<file path="config.mk">
export PLATFORM = sky130hd
export DESIGN_NAME = pooling_sequencer
export DESIGN_NICKNAME = d
export VERILOG_FILES = /design/src/rtl/pooling_sequencer.sv
export SDC_FILE = /design/constraint.sdc
export NUM_CORES = 1
export LEC_CHECK = 0
export CAP_MARGIN = 15
export CORE_MARGIN = 8
export CORE_UTILIZATION = 30
export CTS_BUF_LIST = sky130_fd_sc_hd__clkbuf_8
export DETAILED_ROUTE_END_ITERATION = 8
export MAX_ROUTING_LAYER = met4
export SLEW_MARGIN = 20
export SYNTH_ARGS = -nofsm -noshare
export SYNTH_HDL_FRONTEND = slang
export SYNTH_SLANG_ARGS = --single-unit
</file>
<file path="constraint.sdc">
create_clock -name CLK -period 6 [get_ports CLK]
set_input_delay 1.8 -clock CLK [delete_from_list [all_inputs] [get_ports CLK]]
set_output_delay 1.8 -clock CLK [all_outputs]
set_load 0.05 [all_outputs]
</file>
<file path="src/rtl/pooling_sequencer.sv">
// Sequencer for PoolingUnit: loads one lane vector, steps the tree-reduction control
// words through log2(window) stages, waits out the unit latency and hands the result on.
module pooling_sequencer #(
    parameter int depth = 4,
    parameter int W     = 4,
    parameter int CW    = 8,
    parameter int LAT   = 1
) (
    input  logic                    CLK,
    input  logic                    RSTN,
    input  logic                    start,
    input  logic [2:0]              cfg_k,
    input  logic [CW-1:0]           cfg_count,
    input  logic                    in_valid,
    output logic                    in_ready,
    output logic                    doPooling,
    output logic [(4<<depth)-1:0]   control,
    output logic                    out_valid,
    input  logic                    out_ready,
    output logic                    busy,
    output logic                    done
);

    localparam int D  = 1 << depth;
    localparam int LW = $clog2(LAT + 1) + 1;
    // The stage field of a control word is 3 bits, so at most 7 reduction stages exist.
    localparam bit PARAMS_OK = (W >= 1) && (depth >= 1) && (depth <= 7) && (CW >= 1);

    typedef enum logic [2:0] {
        S_IDLE   = 3'd0,
        S_LOAD   = 3'd1,
        S_REDUCE = 3'd2,
        S_WAIT   = 3'd3,
        S_OUT    = 3'd4,
        S_FIN    = 3'd5
    } state_t;

    localparam state_t S_AFTER_RED = (LAT == 0) ? S_OUT : S_WAIT;

    state_t          state_q, state_d;
    logic [2:0]      stage_q, stage_d;
    logic [LW-1:0]   lat_q, lat_d;
    logic [CW-1:0]   vec_q, vec_d;
    logic [2:0]      kq_q, kq_d;
    logic [CW-1:0]   nq_q, nq_d;

    logic            in_ready_q;
    logic            do_pool_q;
    logic [4*D-1:0]  control_q;
    logic            out_valid_q;
    logic            busy_q;
    logic            done_q;

    // Lanes whose index is a multiple of 2^(s+1) combine with their partner at stage s.
    function automatic logic [4*D-1:0] reduce_ctrl(input logic [2:0] s);
        logic [4*D-1:0] ctl;
        int             span_mask;
        ctl       = {(4*D){1'b0}};
        span_mask = (32'sd2 <<< s) - 32'sd1;
        for (int j = 0; j < D; j++) begin
            if ((j & span_mask) == 32'sd0) begin
                ctl[4*j +: 4] = {1'b1, s};
            end else begin
                ctl[4*j +: 4] = 4'b0000;
            end
        end
        return ctl;
    endfunction

    // Sequencer state and job counters.
    always_ff @(posedge CLK or negedge RSTN) begin
        if (!RSTN) begin
            state_q <= S_IDLE;
            stage_q <= 3'd0;
            lat_q   <= {LW{1'b0}};
            vec_q   <= {CW{1'b0}};
            kq_q    <= 3'd0;
            nq_q    <= {CW{1'b0}};
        end else begin
            state_q <= state_d;
            stage_q <= stage_d;
            lat_q   <= lat_d;
            vec_q   <= vec_d;
            kq_q    <= kq_d;
            nq_q    <= nq_d;
        end
    end

    // Next-state logic; handshakes use the registered ready/valid, which mirror LOAD/OUT.
    always_comb begin
        state_d = state_q;
        stage_d = stage_q;
        lat_d   = lat_q;
        vec_d   = vec_q;
        kq_d    = kq_q;
        nq_d    = nq_q;
        case (state_q)
            S_IDLE: begin
                if (start && PARAMS_OK) begin
                    kq_d    = (cfg_k > 3'(depth)) ? 3'(depth) : cfg_k;
                    nq_d    = cfg_count;
                    vec_d   = {CW{1'b0}};
                    state_d = (cfg_count == {CW{1'b0}}) ? S_FIN : S_LOAD;
                end else begin
                    state_d = S_IDLE;
                end
            end
            S_LOAD: begin
                if (in_valid && in_ready_q) begin
                    stage_d = 3'd0;
                    lat_d   = {LW{1'b0}};
                    state_d = (kq_q == 3'd0) ? S_AFTER_RED : S_REDUCE;
                end else begin
                    state_d = S_LOAD;
                end
            end
            S_REDUCE: begin
                if (stage_q == (kq_q - 3'd1)) begin
                    state_d = S_AFTER_RED;
                end else begin
                    stage_d = stage_q + 3'd1;
                end
            end
            S_WAIT: begin
                if ((lat_q + LW'(1)) == LW'(LAT)) begin
                    state_d = S_OUT;
                end else begin
                    lat_d = lat_q + LW'(1);
                end
            end
            S_OUT: begin
                if (out_ready && out_valid_q) begin
                    vec_d   = vec_q + CW'(1);
                    state_d = ((vec_q + CW'(1)) == nq_q) ? S_FIN : S_LOAD;
                end else begin
                    state_d = S_OUT;
                end
            end
            S_FIN: begin
                state_d = S_IDLE;
            end
            default: begin
                state_d = S_IDLE;
            end
        endcase
    end

    // Outputs are registered from the next state so each output is a clean flop.
    always_ff @(posedge CLK or negedge RSTN) begin
        if (!RSTN) begin
            in_ready_q  <= 1'b0;
            do_pool_q   <= 1'b0;
            control_q   <= {(4*D){1'b0}};
            out_valid_q <= 1'b0;
            busy_q      <= 1'b0;
            done_q      <= 1'b0;
        end else begin
            in_ready_q  <= (state_d == S_LOAD);
            do_pool_q   <= (state_d == S_REDUCE) || (state_d == S_WAIT);
            control_q   <= (state_d == S_REDUCE) ? reduce_ctrl(stage_d) : {(4*D){1'b0}};
            out_valid_q <= (state_d == S_OUT);
            busy_q      <= (state_d != S_IDLE);
            done_q      <= (state_d == S_FIN);
        end
    end

    assign in_ready  = in_ready_q;
    assign doPooling = do_pool_q;
    assign control   = control_q;
    assign out_valid = out_valid_q;
    assign busy      = busy_q;
    assign done      = done_q;

endmodule

</file>
# After elaboration in Yosys (flattened, before gate mapping)
# Index checks and enable logic that the tools add are counted.
# classes
n_addsub	5
order_cmp	1
eq_ne	16
shift	1
muxes	35
n_reduce_logical	27
# ops
operator	n
zero test 32 bit	15
2-to-1 mux 64 bit	1
2-to-1 mux 4 bit	15
2-to-1 mux 3 bit	9
2-to-1 mux 8 bit	2
case mux 8 bit (2 select lines)	1
case mux 3 bit (5 select lines)	1
equality test 3 x 2 -> 1 bit (second input constant)	4
equality test 3 bit (second input constant)	3
adder 8 x 1 -> 8 bit (second input constant)	1
equality test 8 bit	1
zero test 8 bit	1
inequality test 2 bit (second input constant)	4
equality test 3 x 1 -> 1 bit (second input constant)	2
zero test 3 bit	2
2-to-1 mux 2 bit	3
case mux 3 bit (2 select lines)	1
AND reduction 3 bit	2
case mux 2 bit (2 select lines)	1
nonzero test 2 bit	2
<<< shifter 3 x 3 -> 4 bit (first input constant)	1
subtractor 4 x 2 -> 4 bit (second input constant)	1
adder 3 x 1 -> 3 bit (second input constant)	1
equality test 3 bit	1
9 further kinds	10
# totals
register_bits	96
inputBits	16
out_inout_bits	69
word_cells	97

# Longest topological paths before layout
# logic_depth
depth_word	9
mapped_depth	12
depth_no_buf	12

# Worst setup path before layout
# No wires, ideal clock.
# synth_path
kind	input to register
from	in in_valid
to	reg control_q[49], in the netlist control[49]
setup_ns	0.101
arrival_ns	3.273
required_time_ns	5.899
slack_ns	2.626
stages	8
path_buffers	0
cell_sequence	and3b_1 nand2_1 and3_1 nor3_2 nand2_1 ha_1 xor2_1 nor4_1
# synth_via
elab_chain_cells	8
word_cells_on_any_way	11
classes_between	add/sub (1); eq/ne (1); shift (1); mux (6); reduce/logical (2)
# synth_rtl
element	line_no	source
from (decl)	14	input logic in_valid,
logical AND 1 bit (*)	109	if (in_valid && in_ready_q) begin
2-to-1 mux 3 bit	109	
case mux 3 bit (2 select lines)	97	case (state_q)
<<< shifter 3 x 3 -> 4 bit	59	span_mask = (32'sd2 <<< s) - 32'sd1;
subtractor 4 x 2 -> 4 bit	59	
zero test 32 bit	61	if ((j & span_mask) == 32'sd0) begin
2-to-1 mux 4 bit	61	
2-to-1 mux 64 bit (*)	160	control_q <= (state_d == S_REDUCE) ? reduce_ctrl(stage_d) : {(4*D){1'b0}};
to (signal assigned)	153	control_q <= {(4*D){1'b0}};
to (signal assigned)	160	
to (decl)	49	logic [4*D-1:0] control_q;
# Mark *: on every way between the ends. The rest lies on a longest branch, timed or not.
# A chain may end at the register's enable or synchronous reset.

# Worst setup path in the final report
# Same ends and word-level chain as after synthesis.

==> impl_results.md <==
- Status: finished clean
- Endpoint, Worst Hold: nq_q[2]
- Worst reg2reg endpoint: control[49]
- Post-CTS setup buffer count: 0
- Total power: between 0.0015 and 0.002 W
- Worst path required time: about 6.2 ns
- # DRC: 0
- GR Util All Layers: 0.0973
- Routed wire length: between 5 and 6 mm
- CTS tree: built
- HPWL after DPL: roughly 4.5 mm
- Fmax: between 0.2 and 0.3 GHz
- Syn Inst Count: ~270
- Routability cong.: 0.798
- Routed WL per cell: approximately 13 um
- Multi-input gate area: roughly 1200 um^2
- CP Class: in2reg
- CP startpoint kind: primary input
- Final setup vio count: 0
- Clk buf depth: 2
- Worst-path clk slew: ~0.060 ns
- Sequential share of power: 0.337
- Initial Utilization: 0.305
- DP Cell Count: between 400 and 500
- Worst-Skew Late Latency: 0.34 ns
- Root buffer cell: clkbuf_8
- Sequential share of the synthesized area: 0.494
- RSZ-0062 raised after global routing: false
- Most common cell in the netlist: dfrtp_1
- Fin Setup TNS: 0 ns
- Internal power: about 0.00096 W
- Crit Reg-Reg Startpoint: kq_q[0]
- Largest net degree at the start of global routing: slightly below 60
- 1st-iter DRT viols: 49
- Combinational power share: 0.450
- Placed cell area: roughly 3500 um^2
- Die width: roughly 120 um
- Layout cells sized above 1: 0.111
- Top cells by count, synth: dfrtp_1, buf_4, nand2_1, nor2_1, inv_1
- # diodes: 0
- Maximum vdd drop: 179 uV
- Detail Route Antenna Nets: 0
- Top cells by area, synth: dfrtp_1, buf_4, mux2_2
- Max-slew violation count: 0
- Fin crit period: ~3.7 ns
- Final non-filler cell total: about 470
- Post-CTS Hold Fix Bufs: 0
- Top-level port count: 85
- Synth warnings: 0
- Switching Share: 0.419
- Worst slew margin: 0.525
- DR pass1 iterations: 4
- Synthesized area: 2940 um^2
- Reg2Reg Setup Slack: approximately 3.2 ns
- Post-CTS sizing: 0
- Syn_area_per_cell: between 10 and 15 um^2
- Final Hold Fails: 0
- Leakage: roughly 1.7 nW
- Final nets: roughly 350
- Switch Pwr: 0.000694 W
- Slew @ Worst Pin: slightly above 0.7 ns
- Crit-path most repeated cell: nand2_1
- Total grt overflow: 0
- Seq cells post-synth: slightly below 60
- Via count: about 2000
- Fin crit share: 0.614
- Clock Power Share: 0.213
- Worst hold stages: 1
- Post-DR vias/cell: 4.27
- Layout area overhead: 24.2%
- Hold_sp: nq_q[2]
- R2R depth: 10
- Antenna violations before repair: 0
- Final Skew: about 0.011 ns
- Register area: about 1500 um^2
- EDFF count, synth: 0
- Fill cell count: between 900 and 1000
- First-pass GRT wire length: between 9 and 10 mm
- Die Ht: 115 um
- Pwr Density: around 450 nW/um^2
- Synth area leader: dfrtp_1
- Yosys cell types: 50
- Crit-path cells: clkdlybuf4s50_1, and3b_1, nand2_1, and3_1, nor3_2, nand2_1, ha_1, xor2_1, nor4_1
- Hold Path Class: reg2reg
- Core Util, Final: 0.379
- Clock Sinks: between 50 and 60
- Slowest cell on the critical path: clkdlybuf4s50_1
- # rows: 36
- WP data arrival: a little under 4 ns
- Final Cell Area: between 3000 and 4000 um^2
- IO Port Bufs: 52
- Worst Setup End Kind: flop
- Worst path max stage delay: roughly 0.47 ns
- Vias in the first global route: ~2000
- Fraction of registers with async set/reset: 1.00
- H-tree depth: 3
- Full die area: roughly 13000 um^2
- CTS buffer count: 9
- Core Area: ~9600 um^2
- Max-Cap Viols: 0
- Crit-path max FO: 5
- Top_reg_cell synth: dfrtp_1
- Synth top area share: 0.494
-- state kept, by name (all words and copies together) (netlist names) --
signal / count
lat_q: 2
done: 1
stage_q: 3
state_q: 3
busy: 1
control: 26
kq_q: 3
out_valid: 1
doPooling: 1
in_ready: 1
nq_q: 8
vec_q: 8
-- cell usage in the layout (no fill, tap or decap), types with 2 or more instances in the layout --
| cell | instances |
|---|---|
| dfrtp_1 | 58 |
| clkdlybuf4s50_1 | 51 |
| conb_1 | 37 |
| nand2_1 | 20 |
| nor2_1 | 17 |
| inv_1 | 15 |
| o21ai_0 | 14 |
| nor3_1 | 11 |
| clkbuf_8 | 10 |
| mux2_2 | 9 |
| xnor2_1 | 7 |
| nand3_1 | 7 |
| ha_1 | 7 |
| xor2_1 | 6 |
| and3_1 | 5 |
| nand2b_1 | 4 |
| nor4_1 | 4 |
| a21oi_1 | 3 |
| xor3_1 | 3 |
| nand3b_1 | 3 |
| and2b_1 | 2 |
| nor2b_1 | 2 |
| a22oi_1 | 2 |
| and2_1 | 2 |
| a21o_1 | 2 |
| a22o_1 | 2 |
| clkinvlp_4 | 2 |
| clkinv_2 | 2 |
| buf_4 | 2 |
-- cells by family after synthesis --
logic type      after synthesis  share of synthesized area
mux                           9                     0.0345
fa+ha+maj                     7                     0.0298
flops                        58                      0.494
other cells                   1                    0.00128
buf+inv                      61                      0.127
xor+xnor                     18                     0.0791
simple gates                 86                      0.155
compound gates               33                     0.0796
-- final cells by class --
type                            instances  share of cell area
Clock inverter                          5              0.0151
Tap cell                              133              0.0456
Inverter                               16              0.0164
Multi-Input combinational cell        190               0.342
Sequential cell                        58               0.398
Timing Repair Buffer                   54               0.145
Clock buffer                           10              0.0377
-- power groups by stage --
stage	Sequential, W	Clock [W]	Combinational, W
6_report	0.000558	0.000352	0.000746
5_1_grt	0.000573	0.000382	0.000820
4_1_cts	0.000559	0.000365	0.000752
3_5_place_dp	0.000566	0	0.000748
3_3_place_gp	0.000566	0	0.000738
2_1_floorplan	0.000664	0	0.000476
-- worst max-delay path: cells and delay by family --
| family | cells | cell delay (ns) |
|---|---|---|
| AND/OR/NAND/NOR | 6 | 1.13 |
| buffers and inverters | 1 | 0.47 |
| adder cells (fa/ha/maj) | 1 | 0.30 |
| XOR/XNOR | 1 | 0.21 |
-- per-layer routing --
metal | global-route usage | share of wire | up-vias
met4 | 0.0429 | 0.019 | 0
met2 | 0.146 | 0.45 | 73
li1 | - | - | 954
met5 | - | 0 | -
met3 | 0.0389 | 0.082 | 11
met1 | 0.113 | 0.45 | 951
-- worst max path at each step --
stage,startpoint,end,cells after the start
final,in_valid,control[49],9
after global routing,in_valid,control[59],10
after CTS,in_valid,control[49],9
after detailed placement,in_valid,control[51],9
after global placement,in_valid,control[49],9
after floorplan,in_valid,control[49],8
-- per-stage QoR --
step	setup slack (ns)	hold WS, ns
floorplan	2.63	0.488
detailed placement	1.97	0.519
global placement	2.02	0.507
global route	2.16	0.551
CTS	2.33	0.535
finish	2.32	0.526
Note: power is estimated with default switching activity, not from simulation.
